--- src/rtl/multicycle_controlpath.sv ---
// Multicycle MIPS control path: Moore FSM sequencing fetch/decode/execute/memory/writeback,
// driving datapath enables and mux selects, with optional bne/addi decode and illegal-op flag.
module multicycle_controlpath #(
    parameter bit          ENABLE_BNE  = 1'b1,
    parameter bit          ENABLE_ADDI = 1'b1,
    parameter int unsigned STATE_W     = 4
) (
    input  logic               clk,
    input  logic               reset,
    input  logic [5:0]         op,
    input  logic [5:0]         funct,
    input  logic               zero,
    output logic               pcEn,
    output logic               iorD,
    output logic               memWrite,
    output logic               irWrite,
    output logic               regDst,
    output logic               memToReg,
    output logic               regWrite,
    output logic               aluSrcA,
    output logic [1:0]         aluSrcB,
    output logic [1:0]         pcSrc,
    output logic [2:0]         aluControl,
    output logic               illegalOp,
    output logic [STATE_W-1:0] state
);

    typedef enum logic [STATE_W-1:0] {
        FETCH   = STATE_W'(0),
        DECODE  = STATE_W'(1),
        MEMADR  = STATE_W'(2),
        MEMRD   = STATE_W'(3),
        MEMWB   = STATE_W'(4),
        MEMWR   = STATE_W'(5),
        RTYPEEX = STATE_W'(6),
        ALUWB   = STATE_W'(7),
        BEQEX   = STATE_W'(8),
        ADDIEX  = STATE_W'(9),
        ADDIWB  = STATE_W'(10),
        JEX     = STATE_W'(11),
        BNEEX   = STATE_W'(12)
    } state_t;

    localparam logic [5:0] OP_RTYPE = 6'b000000;
    localparam logic [5:0] OP_LW    = 6'b100011;
    localparam logic [5:0] OP_SW    = 6'b101011;
    localparam logic [5:0] OP_BEQ   = 6'b000100;
    localparam logic [5:0] OP_BNE   = 6'b000101;
    localparam logic [5:0] OP_ADDI  = 6'b001000;
    localparam logic [5:0] OP_J     = 6'b000010;

    state_t     state_q, state_d;
    logic       pc_write, branch, branch_ne, illegal, mem_write, ir_write, reg_write;
    logic [1:0] alu_op;

    always_ff @(posedge clk) begin
        if (reset) state_q <= FETCH;
        else       state_q <= state_d;
    end

    always_comb begin
        state_d   = FETCH;
        pc_write  = 1'b0;
        branch    = 1'b0;
        branch_ne = 1'b0;
        illegal   = 1'b0;
        mem_write = 1'b0;
        ir_write  = 1'b0;
        reg_write = 1'b0;
        alu_op    = 2'b00;
        iorD      = 1'b0;
        regDst    = 1'b0;
        memToReg  = 1'b0;
        aluSrcA   = 1'b0;
        aluSrcB   = 2'b00;
        pcSrc     = 2'b00;
        case (state_q)
            FETCH: begin
                aluSrcB  = 2'b01;
                ir_write = 1'b1;
                pc_write = 1'b1;
                state_d  = DECODE;
            end
            DECODE: begin
                aluSrcB = 2'b11;
                case (op)
                    OP_LW, OP_SW: state_d = MEMADR;
                    OP_RTYPE:     state_d = RTYPEEX;
                    OP_BEQ:       state_d = BEQEX;
                    OP_J:         state_d = JEX;
                    OP_BNE: begin
                        if (ENABLE_BNE) state_d = BNEEX;
                        else            illegal = 1'b1;
                    end
                    OP_ADDI: begin
                        if (ENABLE_ADDI) state_d = ADDIEX;
                        else             illegal = 1'b1;
                    end
                    default:      illegal = 1'b1;
                endcase
            end
            MEMADR: begin
                aluSrcA = 1'b1;
                aluSrcB = 2'b10;
                state_d = (op == OP_SW) ? MEMWR : MEMRD;
            end
            MEMRD: begin
                iorD    = 1'b1;
                state_d = MEMWB;
            end
            MEMWB: begin
                memToReg  = 1'b1;
                reg_write = 1'b1;
            end
            MEMWR: begin
                iorD      = 1'b1;
                mem_write = 1'b1;
            end
            RTYPEEX: begin
                aluSrcA = 1'b1;
                alu_op  = 2'b10;
                state_d = ALUWB;
            end
            ALUWB: begin
                regDst    = 1'b1;
                reg_write = 1'b1;
            end
            BEQEX: begin
                aluSrcA = 1'b1;
                alu_op  = 2'b01;
                pcSrc   = 2'b01;
                branch  = 1'b1;
            end
            ADDIEX: begin
                aluSrcA = 1'b1;
                aluSrcB = 2'b10;
                state_d = ADDIWB;
            end
            ADDIWB: reg_write = 1'b1;
            JEX: begin
                pcSrc    = 2'b10;
                pc_write = 1'b1;
            end
            BNEEX: begin
                aluSrcA   = 1'b1;
                alu_op    = 2'b01;
                pcSrc     = 2'b01;
                branch_ne = 1'b1;
            end
            default: state_d = FETCH;
        endcase
    end

    always_comb begin
        aluControl = 3'b010;
        case (alu_op)
            2'b01: aluControl = 3'b110;
            2'b10: begin
                case (funct)
                    6'b100010: aluControl = 3'b110;
                    6'b100100: aluControl = 3'b000;
                    6'b100101: aluControl = 3'b001;
                    6'b101010: aluControl = 3'b111;
                    default:   aluControl = 3'b010;
                endcase
            end
            default: aluControl = 3'b010;
        endcase
    end

    // Reset suppresses every write strobe; mux selects keep following the state.
    assign pcEn      = ~reset & (pc_write | (branch & zero) | (branch_ne & ~zero));
    assign irWrite   = ~reset & ir_write;
    assign memWrite  = ~reset & mem_write;
    assign regWrite  = ~reset & reg_write;
    assign illegalOp = ~reset & illegal;
    assign state     = state_q;

endmodule

--- config.mk ---
export PLATFORM = sky130hd
export DESIGN_NAME = multicycle_controlpath
export DESIGN_NICKNAME = d
export VERILOG_FILES = /design/src/rtl/multicycle_controlpath.sv
export SDC_FILE = /design/constraint.sdc
export NUM_CORES = 1
export LEC_CHECK = 0
export BUFFER_PORTS_ARGS = -buffer_cell sky130_fd_sc_hd__buf_2
export CAP_MARGIN = 20
export CORE_MARGIN = 10
export CORE_UTILIZATION = 43
export DETAILED_ROUTE_END_ITERATION = 8
export PLACE_DENSITY_LB_ADDON = 0.15
export SLEW_MARGIN = 10
export SYNTH_ARGS = -nofsm -noshare
export SYNTH_HDL_FRONTEND = slang
export SYNTH_SLANG_ARGS = --single-unit
--- constraint.sdc ---
create_clock -name clk -period 2.4 [get_ports clk]
set_clock_uncertainty 0.15 [all_clocks]
set_input_delay 0.36 -clock clk [delete_from_list [all_inputs] [get_ports clk]]
set_output_delay 0.36 -clock clk [all_outputs]
set_load 0.03 [all_outputs]
# ---- Word-level counts from Yosys, hierarchy flattened
# Cells that the tools add are included.
dict set report totals {
  regBits 4
  input_bits 15
  output_inout_bits 20
  elab_cells 66
}
dict set report classes {
  eq_ne 24
  muxes 20
  bitwise 11
  n_reduce_logical 10
}
# operator count
set op_table {}
lappend op_table {{4-bit one-hot mux with 6 select lines} 2}
lappend op_table {{6-bit equality test, second input constant} 6}
lappend op_table {{4-bit equality test, second input constant} 5}
lappend op_table {{4-bit by 3-bit equality test with 1-bit output, second input constant} 4}
lappend op_table {{6-bit by 3-bit equality test with 1-bit output, second input constant} 2}
lappend op_table {{1-bit 2-to-1 mux} 12}
lappend op_table {{3-bit one-hot mux with 4 select lines} 1}
lappend op_table {{2-bit OR reduction} 5}
lappend op_table {{4-bit by 2-bit equality test with 1-bit output, second input constant} 2}
lappend op_table {{2-bit one-hot mux with 2 select lines} 2}
lappend op_table {{1-bit bitwise AND} 7}
lappend op_table {{7-bit OR reduction} 1}
lappend op_table {{6-bit by 2-bit equality test with 1-bit output, second input constant} 1}
lappend op_table {{6-bit by 4-bit equality test with 1-bit output, second input constant} 1}
lappend op_table {{6-bit logical NOT} 1}
lappend op_table {{2-bit one-hot mux with 3 select lines} 1}
lappend op_table {{3-bit one-hot mux with 2 select lines} 1}
lappend op_table {{5-bit OR reduction} 1}
lappend op_table {{4-bit by 1-bit equality test with 1-bit output, second input constant} 1}
lappend op_table {{4-bit logical NOT} 1}
lappend op_table {{3-bit 2-to-1 mux} 1}
lappend op_table {{3-bit OR reduction} 1}
lappend op_table {{2-bit by 1-bit equality test with 1-bit output, second input constant} 1}
lappend op_table {{2-bit equality test, second input constant} 1}
lappend op_table {{other kinds (2)} 4}

# ---- Longest topological paths before layout
# Gate-level depths: netlist (run 1).
dict set report depth {
  depth_word 6
  ltp_mapped 9
  ltp_nobuf 8
}

# ---- Least setup slack after synthesis (run 1)
# Ideal clock, no wire load.
dict set report synth_timing {
  path_kind {register -> output}
  from {register state_q[0], in the netlist state[0]}
  to {output port aluControl[2]}
  t_arrival_ns 2.048
  required_ns 1.890
  setup_slack_ns -0.158
  stages_incl_launch_ff 10
  n_path_buf 1
  cell_sequence {dfxtp_1 buf_2 nor2_1 and2_1 inv_1 ha_1 inv_1 nor4_1 nor2_1 nor2_1}
}
dict set report synth_via {
  elab_chain_cells 5
  word_cells_on_any_way 8
  classes_between {eq/ne: 5; mux: 2; reduce/logical: 1}
}
# item line_no
set synth_lines {}
lappend synth_lines {{start, declared} 52} ;# state_t state_q, state_d;
lappend synth_lines {{start signal, assigned} 58} ;# else state_q <= state_d;
lappend synth_lines {{4-bit equality test} 77} ;# case (state_q)
lappend synth_lines {{2-bit OR reduction (no source line)} n/a}
lappend synth_lines {{2-bit one-hot mux with 2 select lines (*)} 77}
lappend synth_lines {{2-bit equality test / 2-bit by 1-bit equality test with 1-bit output (equally long branches)} 156} ;# case (alu_op)
lappend synth_lines {{3-bit one-hot mux with 2 select lines (*)} 156}
lappend synth_lines {{end, declared} 23} ;# output logic [2:0] aluControl,
# Mark *: on every way between the ends. The rest lies on a longest branch, timed or not.

# ---- Worst setup path after layout (run 1)
dict set report layout_timing {
  from {register state_q[0], in the netlist state[0]}
  to {output port aluControl[1]}
}
# The elaborated chain is that of the path after synthesis.

==> results of run 1 <==
[per-layer routing]
layer | wire length [um] | vias up
li1 | - | 398
met1 | 837 | 313
met2 | 905 | 20
met3 | 201 | 0
met4 | 0 | 0
met5 | 0 | -
[kinds of logic after synthesis]
family                   count (synthesis)  share of synthesized area
multiplexers                             1                     0.0163
XOR/XNOR                                 5                     0.0711
AND/OR/NAND/NOR                         44                      0.417
adder cells (fa/ha/maj)                  2                     0.0406
buffers and inverters                   12                     0.0894
AO/OA/AOI/OAI                           20                      0.236
flip-flops                               4                      0.130
[power groups by stage]
stage | Clock (mW) | Combinational, mW | Sequential [mW]
6_report | 0.0814 | 0.102 | 0.0715
5_1_grt | 0.0927 | 0.112 | 0.0718
4_1_cts | 0.0850 | 0.101 | 0.0713
3_5_place_dp | 0 | 0.100 | 0.0724
3_3_place_gp | 0 | 0.0991 | 0.0722
2_1_floorplan | 0 | 0.0570 | 0.0772
[final cells by class]
| type | count | area share |
|---|---|---|
| Multi-Input combinational cell | 72 | 0.584 |
| Timing Repair Buffer | 39 | 0.243 |
| Sequential cell | 4 | 0.0931 |
| Inverter | 8 | 0.0339 |
| Clock buffer | 3 | 0.0254 |
| Tap cell | 15 | 0.0212 |
[worst max path at each step]
stage	from	to	slack, ns	cells after the start
floorplan	state[2]	illegalOp	0.004	4
global placement	state[3]	aluControl[1]	0.27	8
detailed placement	state[3]	aluControl[1]	0.14	8
CTS	state[3]	aluControl[0]	0.01	8
global route	state[0]	aluControl[1]	-0.05	8
finish	state[0]	aluControl[1]	0.06	8
[cell usage in the layout (no fill, tap or decap), drive strengths merged, types with 3 or more instances in the layout]
cell / instances
a2111oi: 3
a21oi: 6
buf: 39
clkbuf: 3
dfxtp: 4
inv: 8
nand2b: 6
nor2: 14
nor3: 7
o21ai: 3
xnor2: 4
[what timing repair did]
| item | CTS | global route |
|---|---|---|
| endpoints found under the setup margin | 3 | 3 |
| setup buffers | 0 | 0 |
| pin swaps | 0 | 1 |
| resized for setup | 3 | 9 |
==> impl_metrics.csv, run 1 <==
group,metric,value,unit
run_status,outcome,"finished clean",
finish,nFillCells,138,
critical_path,path_cells,"nand2b_1 -> nor2_4 -> ha_2 -> inv_1 -> nor4_4 -> nor2_1 -> o211ai_1 -> buf_4",
synth,synth.distinct_cells,37,
power_and_ir_drop,power,0.255,mW
floorplan,core-area,1320,um^2
synth,synth_commonest_cells,"nor2_1 (13), inv_1 (8), nor3_1 (7)",
timing,holdWs,0.263,ns
critical_path,setup.worst_path.start_class,"flop",
synth,netlist_area,616,um^2
global_routing,antenna_found_initial,0,
place,dpl_worst_slack,0.136,ns
clock_network,cts_max_level,1,
synth,post-synth-top-count-cell,"nor2_1",
power_and_ir_drop,switchingPower,0.0924,mW
global_routing,grt_usage,0.107,
power_and_ir_drop,power_density,287,nW/um^2
clock_network,cts.sinks,4,
worst_hold_path,hold_depth,2,
finish,register_area,82.6,um^2
synth,synthFlopType,"dfxtp_1",
global_routing,use_met1,0.126,
floorplan,initial_core_util,0.467,
floorplan,rows,13,
synth,yosysWarnings,0,
routing,vias,731,
routing,viasPerCell,5.18,
critical_path,critPathSlowestCell,"dfxtp_2",
timing,setup_viol_count_final,0,
worst_hold_path,min_from,"reset",
floorplan,dieArea,3340,um^2
place,port_buffers,34,
critical_path,r2r-start,"state[2]",
timing,hold_viol_final,0,
finish,final_cell_area,887,um^2
global_routing,overflow,0,
routing,wl,1.95,mm
timing,relSlewSlack,0.742,
clock_network,clk_latency,0.23,ns
power_and_ir_drop,switching_share,0.363,
critical_path,required,1.89,ns
synth,synthTopCellsByArea,"dfxtp_1 (13%), nor2_1 (7.9%), nand2b_1 (6.1%)",
timing,setup_slack,0.0574,ns
critical_path,reg2reg_slack,0.85,ns
finish,multiInputGateArea,518,um^2
synth,synth.avg_cell_area,7.00,um^2
clock_network,hold_buffers,0,
place,dp_hpwl,1.59,mm
timing,min_period,2.34,ns
place,place_congestion,0.842,
finish,areaGrowthSynthToFinish,44.1,%
clock_network,numCtsBuffers,3,
timing,setup_tns,0,ns
synth,yosysTopAreaCell,"dfxtp_1",
timing,clock.fmax,0.427,GHz
finish,largest_register_ffs,4,
power_and_ir_drop,p_comb_frac,0.400,
finish,stdcell_count,141,
critical_path,r2r_cells,5,
global_routing,top_usage_layer,"met2",
clock_network,cts_tree,"yes",
critical_path,critical_path_class,"flop to output pin",
flow_run,drv_cap,0,
finish,utilization,0.673,
critical_path,cp_max_fo,4,
place,place_area,825,um^2
floorplan,die_h,57.8,um
routing,ant_nets,0,
power_and_ir_drop,leakage,0.383,nW
power_and_ir_drop,clockPowerShare,0.319,
global_routing,grt_pass1_vias,694,
routing,drc_errors,0,
clock_network,cts.clk_slew.worst_paths,0.04,ns
critical_path,reg2reg_to,"state[1]",
critical_path,cpPeakStageDelay,0.32,ns
power_and_ir_drop,max-vdd-ir-drop,0.255,mV
synth,synth_edf_count,0,
place,place_inst,138,
clock_network,cts_buffer_depth,2,
timing,slew_viol_final,0,
clock_network,cts_root_buffer,"clkbuf_4",
power_and_ir_drop,pwr-share-seq,0.281,
synth,synthArstFlopShare,0,
critical_path,path_buf_inv,2,
global_routing,use_met3,0.0479,
worst_hold_path,min_to,"state[3]",
timing,fin_crit_sh,0.976,
global_routing,grt_pass1_wl,3.05,mm
synth,ys_ff_latch,4,
routing,drt-initial-drc-count,12,
worst_hold_path,hold_class,"primary input to flop",
synth,yosysSeqAreaShare,0.130,
power_and_ir_drop,internal_power,0.163,mW
critical_path,worstPathArrival,1.83,ns
floorplan,io_pins,35,
routing,wire_per_inst,13.8,um
critical_path,endpoint_kind,"output pin",
finish,drive_above_1_share,0.429,
routing,dr.pass1.iters,4,
global_routing,grt_max_degree,15,
finish,layout.nets,145,
finish,num_antenna_cells,0,
synth,yosysTopAreaCellShare,0.130,
floorplan,die_w,57.8,um
timing,worst_slew_pin_slew,0.382,ns
synth,syn-num-nets,105,
synth,synth_cells,88,
critical_path,crit_family,"simple AND/OR/NAND/NOR gates",
global_routing,use_met2,0.167,
No activity file was read; power rests on OpenSTA's default activity.
==> run 2: changes to the inputs <==
--- a/config.mk
+++ b/config.mk
@@ -10,6 +10,7 @@
 export CORE_MARGIN = 10
 export CORE_UTILIZATION = 43
 export DETAILED_ROUTE_END_ITERATION = 8
+export HOLD_SLACK_MARGIN = 0.06
 export PLACE_DENSITY_LB_ADDON = 0.15
 export SLEW_MARGIN = 10
 export SYNTH_ARGS = -nofsm -noshare
==> constraint.sdc (replaced) <==
create_clock -name clk -period 2.6 [get_ports clk]
set_clock_uncertainty 0.15 [all_clocks]
set_input_delay 0.39 -clock clk [delete_from_list [all_inputs] [get_ports clk]]
set_output_delay 0.39 -clock clk [all_outputs]
set_load 0.03 [all_outputs]
==> run 2 against run 1 <==
  * Hold slack gained 0.043 ns
  * Die area is the same
  * Clock-buffer cell count is the same
  * Final cell count shrank 0.71%
  * Sequential power shrank 4.6%
  * Sequential share of layout area grew 0.35 points
  * Routed wire length shrank 1.4%
  * Total power shrank 9.3%
  * Utilization shrank 3.4 points
  * Flip-flop and latch count is the same
  * Critical endpoint unchanged
  * Largest power group unchanged
==> impl_metrics.csv, run 2 (synthesized netlist as in run 1, its figures left out) <==
group,metric,value,unit
run_status,outcome,"finished clean",
critical_path,critPathSlowestCell,"dfxtp_1",
power_and_ir_drop,leakage,0.371,nW
finish,largest_register_ffs,4,
critical_path,cpPeakStageDelay,0.29,ns
power_and_ir_drop,clockPowerShare,0.314,
clock_network,cts_root_buffer,"clkbuf_4",
routing,viasPerCell,5.46,
clock_network,cts-resized-gates,0,
global_routing,antenna_found_initial,0,
floorplan,rows,13,
clock_network,cts.clk_slew.worst_paths,0.03,ns
critical_path,cp_max_fo,5,
power_and_ir_drop,switchingPower,0.0817,mW
timing,holdWs,0.306,ns
floorplan,io_pins,35,
finish,final_cell_mix,"buf_2 (34), nor2_1 (12), inv_1 (8), nor3_1 (7)",
finish,final_common_cell,"buf_2",
worst_hold_path,min_from,"reset",
critical_path,path_cells,"nand2b_1 -> nor2_2 -> ha_1 -> inv_1 -> nor4_2 -> nor2_1 -> o211ai_1 -> buf_2",
finish,num_antenna_cells,0,
critical_path,critical_path_class,"flop to output pin",
timing,slew_viol_final,0,
timing,rsz0062_at_grt,"false",
power_and_ir_drop,max-vdd-ir-drop,0.216,mV
place,dp_hpwl,1.55,mm
finish,nFillCells,131,
floorplan,core-area,1320,um^2
power_and_ir_drop,p_comb_frac,0.391,
clock_network,cts.sinks,4,
floorplan,initial_core_util,0.467,
finish,drive_above_1_share,0.384,
global_routing,grt_pass1_vias,749,
worst_hold_path,hold_class,"primary input to flop",
clock_network,clk_latency,0.23,ns
clock_network,cts_buffer_depth,2,
power_and_ir_drop,internal_power,0.149,mW
finish,areaGrowthSynthToFinish,36.8,%
finish,register_area,81.3,um^2
place,port_buffers,34,
critical_path,worstPathArrival,1.90,ns
critical_path,cp-startpoint,"state[3]",
timing,hold_viol_final,0,
timing,setup_tns,0,ns
clock_network,hold_buffers,0,
clock_network,cts_tree,"yes",
timing,min_period,2.44,ns
power_and_ir_drop,power,0.231,mW
critical_path,endpoint_kind,"output pin",
clock_network,cts_max_level,1,
critical_path,setup.worst_path.start_class,"flop",
finish,layout.nets,144,
floorplan,die_w,57.8,um
timing,clock.fmax,0.409,GHz
flow_run,drv_cap,0,
global_routing,overflow,0,
power_and_ir_drop,pwr-share-seq,0.295,
routing,wire_per_inst,13.7,um
timing,worst_slew_pin_slew,0.373,ns
critical_path,r2r-start,"state[1]",
routing,wl,1.92,mm
power_and_ir_drop,switching_share,0.353,
global_routing,grt_usage,0.110,
routing,drc_errors,0,
timing,setup_slack,0.158,ns
clock_network,cts_setup_buffers,0,
routing,vias,764,
global_routing,grt_pass1_wl,3.17,mm
timing,relSlewSlack,0.745,
place,place_congestion,0.790,
floorplan,die_h,57.8,um
place,dpl_worst_slack,0.253,ns
power_and_ir_drop,power_density,274,nW/um^2
critical_path,required,2.06,ns
timing,fin_crit_sh,0.939,
routing,dr.pass1.iters,4,
global_routing,grt_max_degree,16,
floorplan,dieArea,3340,um^2
routing,ant_nets,0,
clock_network,numCtsBuffers,3,
timing,setup_viol_count_final,0,
finish,multiInputGateArea,489,um^2
routing,drt-initial-drc-count,16,
-- run 2: layer usage --
layer	wire length, um	GRT usage	up-vias
met4	0	0.0336	0
met5	0	0	-
met3	166	0.0458	0
met1	807	0.116	347
li1	-	-	397
met2	943	0.193	20
-- run 2: path summary, 6_finish.rpt --
| path | slack [ns] | cells past startpoint | endpoint |
|---|---|---|---|
| worst max-delay path | 0.16 | 8 | aluControl[1] |
| worst min-delay path | 0.31 | 2 | state[3] |
| worst max register to register | 1.07 | 5 | state[0] |
| worst min register to register | 0.48 | 2 | state[0] |
-- run 2: through the flow --
stage               cell area [um^2]  instances  utilization
global placement                 810        137        0.614
finish                           842        140        0.639
CTS                              832        140        0.632
detailed placement               810        137        0.614
global route                     842        140        0.639
floorplan                        616         88            -
-- run 2: power groups by stage --
stage	combinational (mW)	clock [mW]	sequential, mW
2_1_floorplan	0.0525	0	0.0708
3_3_place_gp	0.0885	0	0.0686
3_5_place_dp	0.0895	0	0.0686
4_1_cts	0.0900	0.0754	0.0677
5_1_grt	0.0991	0.0787	0.0687
6_report	0.0904	0.0725	0.0682
-- run 2: worst max-delay path, delay by kind of cell, from the launching register on --
kind                       cells  cell delay [ns]
AOI/OAI and AO/OA              1             0.10
adders and majority gates      1             0.19
buffers and inverters          2             0.28
DFF                            1             0.29
and+or+nand+nor                4             0.80
-- run 2: final cells by class --
| cell class | count | area share |
|---|---|---|
| Timing Repair Buffer | 38 | 0.238 |
| Inverter | 8 | 0.0357 |
| Clock buffer | 3 | 0.0267 |
| Tap cell | 15 | 0.0223 |
| Sequential cell | 4 | 0.0966 |
| Multi-Input combinational cell | 72 | 0.581 |
==> run 3: changes to the inputs <==
--- a/config.mk
+++ b/config.mk
@@ -12,6 +12,7 @@
 export DETAILED_ROUTE_END_ITERATION = 8
 export HOLD_SLACK_MARGIN = 0.06
 export PLACE_DENSITY_LB_ADDON = 0.15
+export REMOVE_ABC_BUFFERS = 1
 export SLEW_MARGIN = 10
 export SYNTH_ARGS = -nofsm -noshare
 export SYNTH_HDL_FRONTEND = slang
==> run 3 against run 2 <==
  * Die area unchanged
  * Register-to-register slack lost 0.02 ns
  * Final cell count grew 1.4%
  * Setup slack better by 0.016 ns
  * Flip-flop and latch count did not move
  * Utilization up 1.3 points
  * Via count down 0.26%
  * Critical endpoint unchanged
==> impl_metrics.csv, run 3 (synthesized netlist as in run 1, its figures left out) <==
group,metric,value,unit
critical_path,cpPeakStageDelay,0.40,ns
power_and_ir_drop,power,0.241,mW
clock_network,cts_max_level,1,
clock_network,hold_buffers,0,
timing,clock.fmax,0.412,GHz
finish,areaGrowthSynthToFinish,39.6,%
routing,ant_nets,0,
flow_run,drv_cap,0,
clock_network,cts.clk_slew.worst_paths,0.04,ns
timing,setup_slack,0.174,ns
global_routing,antenna_found_initial,0,
timing,min_period,2.43,ns
finish,final_cell_mix,"buf_2 (33), nor2_1 (12), inv_1 (8), nor3_1 (7)",
place,dp_hpwl,1.63,mm
critical_path,path_cells,"nor2_1 -> and2_1 -> inv_1 -> ha_1 -> inv_1 -> nor4_2 -> nor2_1 -> o211ai_1 -> clkbuf_4",
power_and_ir_drop,p_comb_frac,0.391,
finish,layout.nets,146,
critical_path,cp_max_fo,7,
power_and_ir_drop,leakage,0.384,nW
global_routing,grt_max_degree,16,
global_routing,grt_pass1_vias,739,
critical_path,critPathSlowestCell,"dfxtp_2",
clock_network,cts_tree,"yes",
routing,wire_per_inst,14.0,um
global_routing,use_met1,0.126,
power_and_ir_drop,clockPowerShare,0.333,
clock_network,clk_latency,0.24,ns
critical_path,setup.worst_path.start_class,"flop",
power_and_ir_drop,switching_share,0.371,
critical_path,crit_family,"simple AND/OR/NAND/NOR gates",
floorplan,io_pins,35,
timing,hold_viol_final,0,
floorplan,dieArea,3340,um^2
critical_path,required,2.06,ns
place,dpl_worst_slack,0.250,ns
global_routing,grt_pass1_wl,3.31,mm
clock_network,cts_root_buffer,"clkbuf_4",
global_routing,top_usage_layer,"met2",
power_and_ir_drop,switchingPower,0.0892,mW
finish,drive_above_1_share,0.394,
global_routing,grt_usage,0.119,
floorplan,die_h,57.8,um
floorplan,die_w,57.8,um
critical_path,worstPathArrival,1.89,ns
finish,nFillCells,133,
critical_path,endpoint_kind,"output pin",
critical_path,path_buf_inv,3,
floorplan,initial_core_util,0.467,
routing,viasPerCell,5.37,
global_routing,use_met3,0.0458,
routing,drc_errors,0,
power_and_ir_drop,internal_power,0.151,mW
place,place_area,817,um^2
finish,num_antenna_cells,0,
floorplan,core-area,1320,um^2
clock_network,numCtsBuffers,3,
routing,vias,762,
timing,relSlewSlack,0.710,
routing,wl,1.99,mm
floorplan,rows,13,
worst_hold_path,hold_class,"primary input to flop",
timing,slew_viol_final,0,
finish,largest_register_ffs,4,
power_and_ir_drop,power_density,280,nW/um^2
routing,dr.pass1.iters,4,
place,place_congestion,0.874,
timing,setup_tns,0,ns
finish,final_common_cell,"buf_2",
timing,fin_crit_sh,0.933,
power_and_ir_drop,max-vdd-ir-drop,0.216,mV
power_and_ir_drop,pwr-share-seq,0.275,
routing,drt-initial-drc-count,16,
timing,worst_slew_pin_slew,0.429,ns
critical_path,critical_path_class,"flop to output pin",
place,port_buffers,34,
global_routing,use_met2,0.195,
finish,final_cell_area,860,um^2
global_routing,overflow,0,
run_status,outcome,"finished clean",
clock_network,cts_buffer_depth,2,
timing,setup_viol_count_final,0,
clock_network,cts.sinks,4,
-- run 3: cell types whose count changed in the layout (fill, tap and decap cells not counted) --
cell | previous run | this run
buf_4 | 4 | 6
buf_2 | 34 | 33
clkbuf_4 | 3 | 4
-- run 3: final cells by class --
class	instances	area, um^2	share of cell area
multi-input combinational	72	489	0.569
timing repair buffer	40	218	0.253
sequential	4	81.3	0.0946
inverter	8	30.0	0.0349
clock buffer	3	22.5	0.0262
tap	15	18.8	0.0218
-- run 3: metrics by stage --
stage / hold slack (ns) / util / cells
detailed placement: 0.485 / 0.620 / 138
CTS: 0.265 / 0.638 / 141
floorplan: 0.316 / - / 84
global route: 0.284 / 0.652 / 142
global placement: 0.478 / 0.620 / 138
finish: 0.271 / 0.652 / 142
-- run 3: what timing repair did --
action,CTS,global route
setup endpoints to repair,1,3
setup buffers,0,1
pin swaps,0,1
hold endpoints to repair,0,0
gates resized for setup,1,3
-- run 3: power groups by stage --
stage,Sequential [mW],Combinational (mW),Clock (mW)
2_1_floorplan,0.0748,0.0466,0
3_3_place_gp,0.0671,0.0921,0
3_5_place_dp,0.0672,0.0936,0
4_1_cts,0.0662,0.0939,0.0824
5_1_grt,0.0665,0.104,0.0858
6_report,0.0663,0.0941,0.0802
-- run 3: path summary, 6_finish.rpt --
check	from	to	slack (ns)	cells past startpoint
min	reset	state[3]	0.27	2
min reg2reg	state[3]	state[0]	0.49	2
max	state[1]	aluControl[1]	0.17	9
max reg2reg	state[1]	state[0]	1.05	5
-- run 3: per-layer routing --
metal / share of wire / wire (um)
met4: 0.024 / 48
met3: 0.075 / 150
met1: 0.43 / 850
met5: 0 / 0
met2: 0.47 / 940
